==> config.mk <==
export PLATFORM = sky130hd
export DESIGN_NAME = afe_spi_master
export DESIGN_NICKNAME = d
export VERILOG_FILES = /design/src/rtl/afe_pkg.sv /design/src/rtl/afe_spi_tick.sv /design/src/rtl/afe_spi_master.sv
export SDC_FILE = /design/constraint.sdc
export NUM_CORES = 1
export LEC_CHECK = 0
export CAP_MARGIN = 30
export CORE_AREA = 5 5 107 69
export CTS_CLUSTER_DIAMETER = 200
export DETAILED_ROUTE_END_ITERATION = 16
export DIE_AREA = 0 0 112 74
export MAX_ROUTING_LAYER = met4
export PLACE_DENSITY = 0.49
export SLEW_MARGIN = 20
export SYNTH_ARGS = -nofsm -noshare
export SYNTH_HDL_FRONTEND = slang
export SYNTH_SLANG_ARGS = --single-unit
==> constraint.sdc <==
create_clock -name CLK -period 2.5 [get_ports CLK]
set_input_delay 0.5 -clock CLK [delete_from_list [all_inputs] [get_ports CLK]]
set_output_delay 0.5 -clock CLK [all_outputs]
set_load 0.01 [all_outputs]
==> src/rtl/afe_pkg.sv <==
// Shared definitions for the AFE SPI master: parameter defaults and FSM states.
package afe_pkg;

    localparam int unsigned CLK_DIV_DEFAULT = 4;
    localparam int unsigned CS_GAP_DEFAULT  = 4;

    typedef enum logic [2:0] {
        IDLE    = 3'd0,
        SETUP   = 3'd1,
        SCLK_LO = 3'd2,
        SCLK_HI = 3'd3,
        HOLD    = 3'd4,
        GAP     = 3'd5
    } afe_state_e;

endpackage

==> src/rtl/afe_spi_tick.sv <==
// SCLK phase timer: 8-bit reloadable down-counter with a phase-end strobe.
module afe_spi_tick (
    input  logic       clk,
    input  logic       rst_n,
    input  logic       load,
    input  logic [7:0] load_val,
    output logic       tick
);

    logic [7:0] cnt_q, cnt_d;

    // Reload on every phase change; otherwise count down and park at zero.
    always_comb begin
        cnt_d = cnt_q;
        if (load) begin
            cnt_d = load_val;
        end else if (cnt_q != '0) begin
            cnt_d = cnt_q - 8'd1;
        end
    end

    // Counter register.
    always_ff @(posedge clk or negedge rst_n) begin
        if (!rst_n) begin
            cnt_q <= '0;
        end else begin
            cnt_q <= cnt_d;
        end
    end

    assign tick = (cnt_q == '0);

endmodule

==> src/rtl/afe_spi_master.sv <==
// SPI mode-0 master for the AFE slave: one byte out (GPIO), one byte in (TOT).
module afe_spi_master
    import afe_pkg::*;
#(
    parameter int unsigned CLK_DIV = CLK_DIV_DEFAULT,
    parameter int unsigned CS_GAP  = CS_GAP_DEFAULT
) (
    input  logic       CLK,
    input  logic       RST_B,
    input  logic       START,
    input  logic [7:0] TX_DATA,
    output logic       BUSY,
    output logic       DONE,
    output logic [7:0] RX_DATA,
    output logic       SCLK,
    output logic       MOSI,
    input  logic       MISO,
    output logic       CS_B
);

    localparam logic [7:0] DIV_RELOAD = 8'(CLK_DIV - 1);
    localparam logic [7:0] GAP_RELOAD = 8'(CS_GAP - 1);

    afe_state_e state_q, state_d;
    logic       cs_b_q, cs_b_d;
    logic       sclk_q, sclk_d;
    logic       mosi_q, mosi_d;
    logic       busy_q, busy_d;
    logic       done_q, done_d;
    logic [7:0] rx_q, rx_d;
    logic [7:0] tx_sh_q, tx_sh_d;
    logic [7:0] rx_sh_q, rx_sh_d;
    logic [2:0] bit_q, bit_d;
    logic       load;
    logic [7:0] load_val;
    logic       tick;

    afe_spi_tick u_tick (
        .clk      (CLK),
        .rst_n    (RST_B),
        .load     (load),
        .load_val (load_val),
        .tick     (tick)
    );

    // Next-state and output logic; every phase change reloads the timer.
    always_comb begin
        state_d  = state_q;
        cs_b_d   = cs_b_q;
        sclk_d   = sclk_q;
        mosi_d   = mosi_q;
        busy_d   = busy_q;
        done_d   = 1'b0;
        rx_d     = rx_q;
        tx_sh_d  = tx_sh_q;
        rx_sh_d  = rx_sh_q;
        bit_d    = bit_q;
        load     = 1'b0;
        load_val = DIV_RELOAD;
        case (state_q)
            IDLE: begin
                if (START) begin
                    state_d = SETUP;
                    load    = 1'b1;
                    cs_b_d  = 1'b0;
                    busy_d  = 1'b1;
                    mosi_d  = TX_DATA[7];
                    tx_sh_d = {TX_DATA[6:0], 1'b0};
                    rx_sh_d = '0;
                    bit_d   = '0;
                end
            end
            SETUP, SCLK_LO: begin
                if (tick) begin
                    state_d = SCLK_HI;
                    load    = 1'b1;
                    sclk_d  = 1'b1;
                    rx_sh_d = {rx_sh_q[6:0], MISO};
                end
            end
            SCLK_HI: begin
                if (tick) begin
                    load   = 1'b1;
                    sclk_d = 1'b0;
                    if (bit_q == 3'd7) begin
                        state_d = HOLD;
                    end else begin
                        state_d = SCLK_LO;
                        bit_d   = bit_q + 3'd1;
                        mosi_d  = tx_sh_q[7];
                        tx_sh_d = {tx_sh_q[6:0], 1'b0};
                    end
                end
            end
            HOLD: begin
                if (tick) begin
                    state_d  = GAP;
                    load     = 1'b1;
                    load_val = GAP_RELOAD;
                    cs_b_d   = 1'b1;
                    done_d   = 1'b1;
                    rx_d     = rx_sh_q;
                end
            end
            GAP: begin
                if (tick) begin
                    state_d = IDLE;
                    busy_d  = 1'b0;
                end
            end
            default: state_d = IDLE;
        endcase
    end

    // State and datapath registers; reset aborts any transfer with CS_B high.
    always_ff @(posedge CLK or negedge RST_B) begin
        if (!RST_B) begin
            state_q <= IDLE;
            cs_b_q  <= 1'b1;
            sclk_q  <= 1'b0;
            mosi_q  <= 1'b0;
            busy_q  <= 1'b0;
            done_q  <= 1'b0;
            rx_q    <= '0;
            tx_sh_q <= '0;
            rx_sh_q <= '0;
            bit_q   <= '0;
        end else begin
            state_q <= state_d;
            cs_b_q  <= cs_b_d;
            sclk_q  <= sclk_d;
            mosi_q  <= mosi_d;
            busy_q  <= busy_d;
            done_q  <= done_d;
            rx_q    <= rx_d;
            tx_sh_q <= tx_sh_d;
            rx_sh_q <= rx_sh_d;
            bit_q   <= bit_d;
        end
    end

    assign CS_B    = cs_b_q;
    assign SCLK    = sclk_q;
    assign MOSI    = mosi_q;
    assign BUSY    = busy_q;
    assign DONE    = done_q;
    assign RX_DATA = rx_q;

endmodule

==> results of run 1 <==
[registers in the layout (all words and copies together), names as in the netlist, 3 cells and up]
| name | flops |
|---|---|
| RX_DATA | 8 |
| rx_sh_q | 8 |
| u_tick.cnt_q | 8 |
| tx_sh_q | 7 |
| bit_q | 3 |
| state_q | 3 |
[cell type report]
| type | count | area, sq um |
|---|---|---|
| clock buffers | 6 | 82.6 |
| clock inverters | 2 | 60.1 |
| fillers | 609 | 3900 |
| inverters | 3 | 11.3 |
| multi-input cells | 106 | 886 |
| flip-flops and latches | 42 | 1050 |
| well taps | 87 | 109 |
| repair buffers | 27 | 260 |
[kinds of logic (layout without fill, tap and decap cells)]
logic type               count (synthesis)  after routing  share of synthesized area, %
AO/OA/AOI/OAI                           26             26                          10.5
buffers and inverters                   11             38                          3.49
flip-flops                              42             42                          52.4
AND/OR/NAND/NOR                         44             44                          13.7
adder cells (fa/ha/maj)                  4              4                          2.49
XOR/XNOR                                 6              6                          2.62
multiplexers                            26             26                          14.8
[cells in the final DEF (no fill, tap or decap), types with 3 or more instances in the layout]
cell / n
nand3b_1: 5
ha_1: 4
clkdlybuf4s50_1: 23
a32o_1: 6
clkbuf_8: 6
a22o_1: 3
buf_4: 4
nor3_1: 4
dfrtp_1: 41
mux2i_1: 3
nor2_1: 14
xnor2_1: 4
a21oi_1: 5
inv_1: 3
mux2_2: 21
nand2_1: 7
[worst max path at each step]
stage / endpoint / slack, ps
floorplan: rx_sh_q[6] / 420
global placement: tx_sh_q[2] / 370
detailed placement: tx_sh_q[3] / 340
CTS: MOSI / 340
global route: tx_sh_q[3] / 260
finish: tx_sh_q[2] / 360
[per-stage QoR]
| step | total power, mW | area [sq um] | std cells | utilization (%) |
|---|---|---|---|---|
| global placement | 1.96 | 2320 | 265 | 36.4 |
| global route | 2.82 | 2460 | 273 | 38.7 |
| CTS | 2.67 | 2460 | 273 | 38.7 |
| detailed placement | 2.00 | 2320 | 265 | 36.4 |
| finish | 2.63 | 2460 | 273 | 38.7 |
| floorplan | 1.78 | 2010 | 159 | - |
[synthesized netlist by cell type]
| cell type | number | area, sq um |
|---|---|---|
| a211o_1 | 2 | 17.5 |
| buf_2 | 3 | 15.0 |
| o21a_1 | 1 | 7.51 |
| inv_1 | 3 | 11.3 |
| o21ai_1 | 1 | 5.00 |
| xnor2_1 | 4 | 35.0 |
| or2b_1 | 1 | 7.51 |
| dfstp_2 | 1 | 26.3 |
| buf_6 | 2 | 22.5 |
| a2bb2oi_1 | 1 | 8.76 |
| nand2_4 | 1 | 11.3 |
| nand3_4 | 1 | 17.5 |
| mux2i_1 | 3 | 30.0 |
| mux2_2 | 21 | 236 |
| a311o_1 | 1 | 10.0 |
| nor4_4 | 1 | 21.3 |
| nor4b_1 | 1 | 8.76 |
| a32o_1 | 6 | 60.1 |
| nor3_1 | 4 | 20.0 |
| a32o_2 | 2 | 22.5 |
| and2_2 | 1 | 7.51 |
| xor2_1 | 2 | 17.5 |
| clkbuf_1 | 1 | 3.75 |
| clkdlybuf4s50_1 | 1 | 10.0 |
| nand3_1 | 1 | 5.00 |
| o2bb2ai_1 | 1 | 8.76 |
| nand2b_1 | 2 | 12.5 |
| or3b_2 | 1 | 8.76 |
| nor3b_2 | 1 | 12.5 |
| dfrtp_1 | 41 | 1030 |
| ha_1 | 4 | 50.1 |
| a211oi_1 | 2 | 15.0 |
| mux2_4 | 2 | 30.0 |
| or4b_4 | 1 | 13.8 |
| or3_1 | 1 | 6.26 |
| o21ai_0 | 1 | 5.00 |
| buf_4 | 1 | 7.51 |
| nor4_1 | 1 | 6.26 |
| nor2_1 | 14 | 52.6 |
| nand2_1 | 7 | 26.3 |
| a21oi_1 | 5 | 25.0 |
| a22o_1 | 3 | 26.3 |
| nand3b_1 | 5 | 37.5 |
[routing by layer]
layer / vias up / part of all wire [%] / track usage, %
li1: 628 / - / -
met1: 641 / 52 / 14.0
met2: 18 / 44 / 15.5
met3: 2 / 3.8 / 3.25
met4: 0 / 0.34 / 2.80
met5: - / 0 / -
[power groups by stage]
| stage | logic, mW | registers (mW) | clock network, mW |
|---|---|---|---|
| after CTS | 0.932 | 1.06 | 0.678 |
| after global placement | 0.888 | 1.07 | 0 |
| after floorplan | 0.763 | 1.02 | 0 |
| after detailed placement | 0.928 | 1.07 | 0 |
| after global routing | 1.02 | 1.09 | 0.709 |
| final | 0.914 | 1.06 | 0.661 |
==> impl_metrics.json, run 1 <==
{
  "postCtsSetupRepairBufs": 0,
  "post_cts_resized": 0,
  "dr.pass1.iters": 4,
  "tightest_slew_ps": 570,
  "syn_area_per_cell_sq_um": 12.6,
  "setup_ws_ps": 364,
  "cpLargestDelayFamily": "simple AND/OR/NAND/NOR gates",
  "pwr-share-seq_pct": 40.2,
  "fin_crit_ps": 2140,
  "ys_ff_latch": 42,
  "syn_area_sq_mm": 0.00201,
  "track_usage_pct": 10.4,
  "cts.clk_slew.worst_paths_ps": 80,
  "first_iter_violations": 51,
  "ant_nets": 0,
  "netSwitchingPower_mw": 0.829,
  "cts_root_buf": "clkbuf_8",
  "rr_endpoint": "tx_sh_q[2]",
  "vias_per_cell": 4.72,
  "wl_um": 3860,
  "start_kind": "flip-flop",
  "rsz0062_at_grt": "no",
  "cap_viol_max_count": 0,
  "regToRegStartpoint": "u_tick.cnt_q[3]",
  "fin_nets": 201,
  "die_w_um": 112,
  "path_class": "flip-flop to flip-flop",
  "crit_path_start": "u_tick.cnt_q[3]",
  "cp_num_buf_inv": 0,
  "min_period_over_period_pct": 85.4,
  "crit_fanout": 11,
  "ys_warn_count": 0,
  "grt_pass1_wl_um": 6710,
  "io_pins": 25,
  "clkPwrFrac_pct": 25.1,
  "netlist_instances": 159,
  "required_ps": 2680,
  "swShare_pct": 31.5,
  "p_int_mw": 1.81,
  "fmax_mhz": 468,
  "relSlewSlack_pct": 61.8,
  "drc": 0,
  "hold_ws_ps": 185,
  "worstRegToRegCells": 4,
  "vdd_ir_drop_max_mv": 0.334,
  "r2r_slack_ps": 360,
  "p_leak_nw": 1.11,
  "yosysSeqAreaShare_pct": 52.4,
  "core_area_sq_mm": 0.00636,
  "timing_hold_violations_final": 0,
  "fin_skew_ps": 9.78,
  "initial_core_util_pct": 31.6,
  "crit_chain": "nor4_4 -> nand2_4 -> a311o_1 -> mux2_4",
  "holdBufCountCts": 0,
  "crit_slowest_cell": "a311o_1",
  "cts_tree": "yes",
  "grt_max_degree": 43,
  "clock_latency_ps": 290,
  "cts_sinks": 42,
  "power.density_mw_per_mm2": 1070,
  "antenna_found_initial": 0,
  "die_h_um": 74,
  "drv_slew": 0,
  "yosys.cell_types.count": 43,
  "fin_setup_tns_ps": 0,
  "outcome": "finished clean",
  "port_buffers": 24,
  "n_antenna_cell": 0,
  "std_cell_rows": 23,
  "clockBufferDepth": 2,
  "area_delta_synth_final_pct": 22.6,
  "place_worst_setup_slack_ps": 336,
  "grt_overflow": 0,
  "gp_congestion": 0.777,
  "combPwrFrac_pct": 34.7,
  "cp.depth": 4,
  "grt_pass1_vias": 1389,
  "die_area_sq_mm": 0.00829,
  "hp-class": "primary input to asynchronous set/reset pin",
  "max_stage_delay_ps": 570,
  "numCtsBuffers": 5,
  "end_kind": "flip-flop",
  "vias": 1289,
  "arrival_ps": 2320,
  "layout-drive-gt1-share_pct": 24.2,
  "place.detailed.hpwl_um": 2710,
  "syn-num-nets": 175,
  "wl_per_cell_um": 14.1,
  "cts-htree-levels": 2,
  "setup_violations": 0
}
(Power assumes the default switching activity.)
==> run 2: changes to the inputs <==
--- a/config.mk
+++ b/config.mk
@@ -11,7 +11,7 @@
 export DETAILED_ROUTE_END_ITERATION = 16
 export DIE_AREA = 0 0 112 74
 export MAX_ROUTING_LAYER = met4
-export PLACE_DENSITY = 0.49
+export PLACE_DENSITY = 0.48
 export SLEW_MARGIN = 20
 export SYNTH_ARGS = -nofsm -noshare
 export SYNTH_HDL_FRONTEND = slang
==> run 2 against run 1 <==
  * Clock-buffer cell count did not move
  * Utilization decreased by 0.67 points
  * Clock skew is 5.8 ps lower
  * Largest cell class unchanged
  * Combinational power decreased by 0.7%
  * Via count up 2.4%
  * Sequential power about the same
  * Non-clock buffer count grew 1
  * Setup slack got worse by 5.0 ps
  * Register-to-register slack about the same
==> impl_metrics.json, run 2 (same netlist as run 1, synthesis figures left out) <==
{
  "dr.pass1.iters": 5,
  "track_usage_pct": 10.8,
  "initial_core_util_pct": 31.6,
  "cts_tree": "yes",
  "regToRegStartpoint": "u_tick.cnt_q[3]",
  "cts-htree-levels": 2,
  "numCtsBuffers": 5,
  "cp_num_buf_inv": 0,
  "dpl_cell_area_sq_mm": 0.00232,
  "postCtsSetupRepairBufs": 0,
  "max_stage_delay_ps": 570,
  "layout-drive-gt1-share_pct": 24.6,
  "antenna_found_initial": 0,
  "cap_viol_max_count": 0,
  "end_kind": "flip-flop",
  "io_pins": 25,
  "vdd_ir_drop_max_mv": 0.350,
  "first_iter_violations": 73,
  "r2r_slack_ps": 360,
  "fin_crit_ps": 2140,
  "cpLargestDelayFamily": "simple AND/OR/NAND/NOR gates",
  "drv_slew": 0,
  "cts_sinks": 42,
  "min_period_over_period_pct": 85.6,
  "grt_overflow": 0,
  "dp_cells": 266,
  "holdBufCountCts": 0,
  "die_h_um": 74,
  "wl_per_cell_um": 14.3,
  "wl_um": 3910,
  "outcome": "finished clean",
  "arrival_ps": 2320,
  "cp.depth": 4,
  "core_area_sq_mm": 0.00636,
  "power.density_mw_per_mm2": 1000,
  "std_cell_rows": 23,
  "postLayoutCellArea_sq_mm": 0.00242,
  "fin_skew_ps": 3.94,
  "port_buffers": 24,
  "hp-class": "primary input to asynchronous set/reset pin",
  "setup_violations": 0,
  "die_w_um": 112,
  "area_delta_synth_final_pct": 20.4,
  "final_cell_mix": "41 x dfrtp_1, 23 x clkdlybuf4s50_1, 21 x mux2_2",
  "start_kind": "flip-flop",
  "fmax_mhz": 467,
  "crit_slowest_cell": "a311o_1",
  "post_cts_resized": 0,
  "relSlewSlack_pct": 61.8,
  "drc": 0,
  "hold_ws_ps": 277,
  "vias_per_cell": 4.82,
  "clock_latency_ps": 290,
  "grt_max_degree": 43,
  "gp_congestion": 0.752,
  "die_area_sq_mm": 0.00829,
  "fin_setup_tns_ps": 0,
  "cts.clk_slew.worst_paths_ps": 80,
  "ant_nets": 0,
  "cts_root_buf": "clkbuf_8",
  "place.detailed.hpwl_um": 2760,
  "tightest_slew_ps": 570,
  "final_cells": 274,
  "required_ps": 2680,
  "timing_hold_violations_final": 0,
  "crit_fanout": 11,
  "crit_chain": "nor4_4 -> nand2_4 -> a311o_1 -> mux2_4",
  "worstRegToRegCells": 4,
  "vias": 1320,
  "rr_endpoint": "MOSI",
  "path_class": "flip-flop to flip-flop",
  "p_leak_nw": 1.09,
  "n_antenna_cell": 0,
  "fillers": 625,
  "rsz0062_at_grt": "no",
  "grt_pass1_wl_um": 6880,
  "grt_pass1_vias": 1392,
  "fin_nets": 202,
  "final_common_cell": "dfrtp_1",
  "finalPower_mw": 2.43,
  "clockBufferDepth": 2
}
## run 2: changes by cell type in the layout (fill, tap and decap cells not counted)
cell,delta
clkinvlp_4,+1
clkinv_2,+1
buf_2,+1
bufinv_16,-2
## run 2: final cells by class
class	count	area, sq um	area share (%)
Inverter	3	11.3	0.466
Timing Repair Buffer	28	265	11.0
Sequential cell	42	1050	43.5
Clock inverter	2	12.5	0.517
Tap cell	87	109	4.50
Clock buffer	6	82.6	3.41
Multi-Input combinational cell	106	886	36.6
## run 2: worst max path at each step
stage                          startpoint    endpoint  slack (ps)
final                     u_tick.cnt_q[3]        MOSI         360
after CTS                 u_tick.cnt_q[3]        MOSI         320
after detailed placement            START  tx_sh_q[4]         310
after global routing      u_tick.cnt_q[0]  tx_sh_q[2]         220
after floorplan           u_tick.cnt_q[0]  rx_sh_q[6]         420
after global placement              START  tx_sh_q[7]         360
## run 2: per-layer routing
metal	up-vias	wire (um)	track usage [%]
li1	631	-	-
met1	662	2010	15.0
met2	25	1720	15.7
met3	2	165	3.33
met4	0	13	2.27
met5	-	0	-
## run 2: where the power goes
part,switching [mW],total (mW),internal (mW),leakage (nW)
Sequential,0.200,1.07,0.869,0.541
Combinational,0.396,0.908,0.511,0.504
Clock,0.232,0.454,0.222,0.0472
## run 2: stage by stage
stage                     util [%]  worst slack, ps
after floorplan                  -              420
after global placement        36.5              361
after detailed placement      36.5              314
after CTS                     38.0              323
after global routing          38.0              216
final                         38.0              359
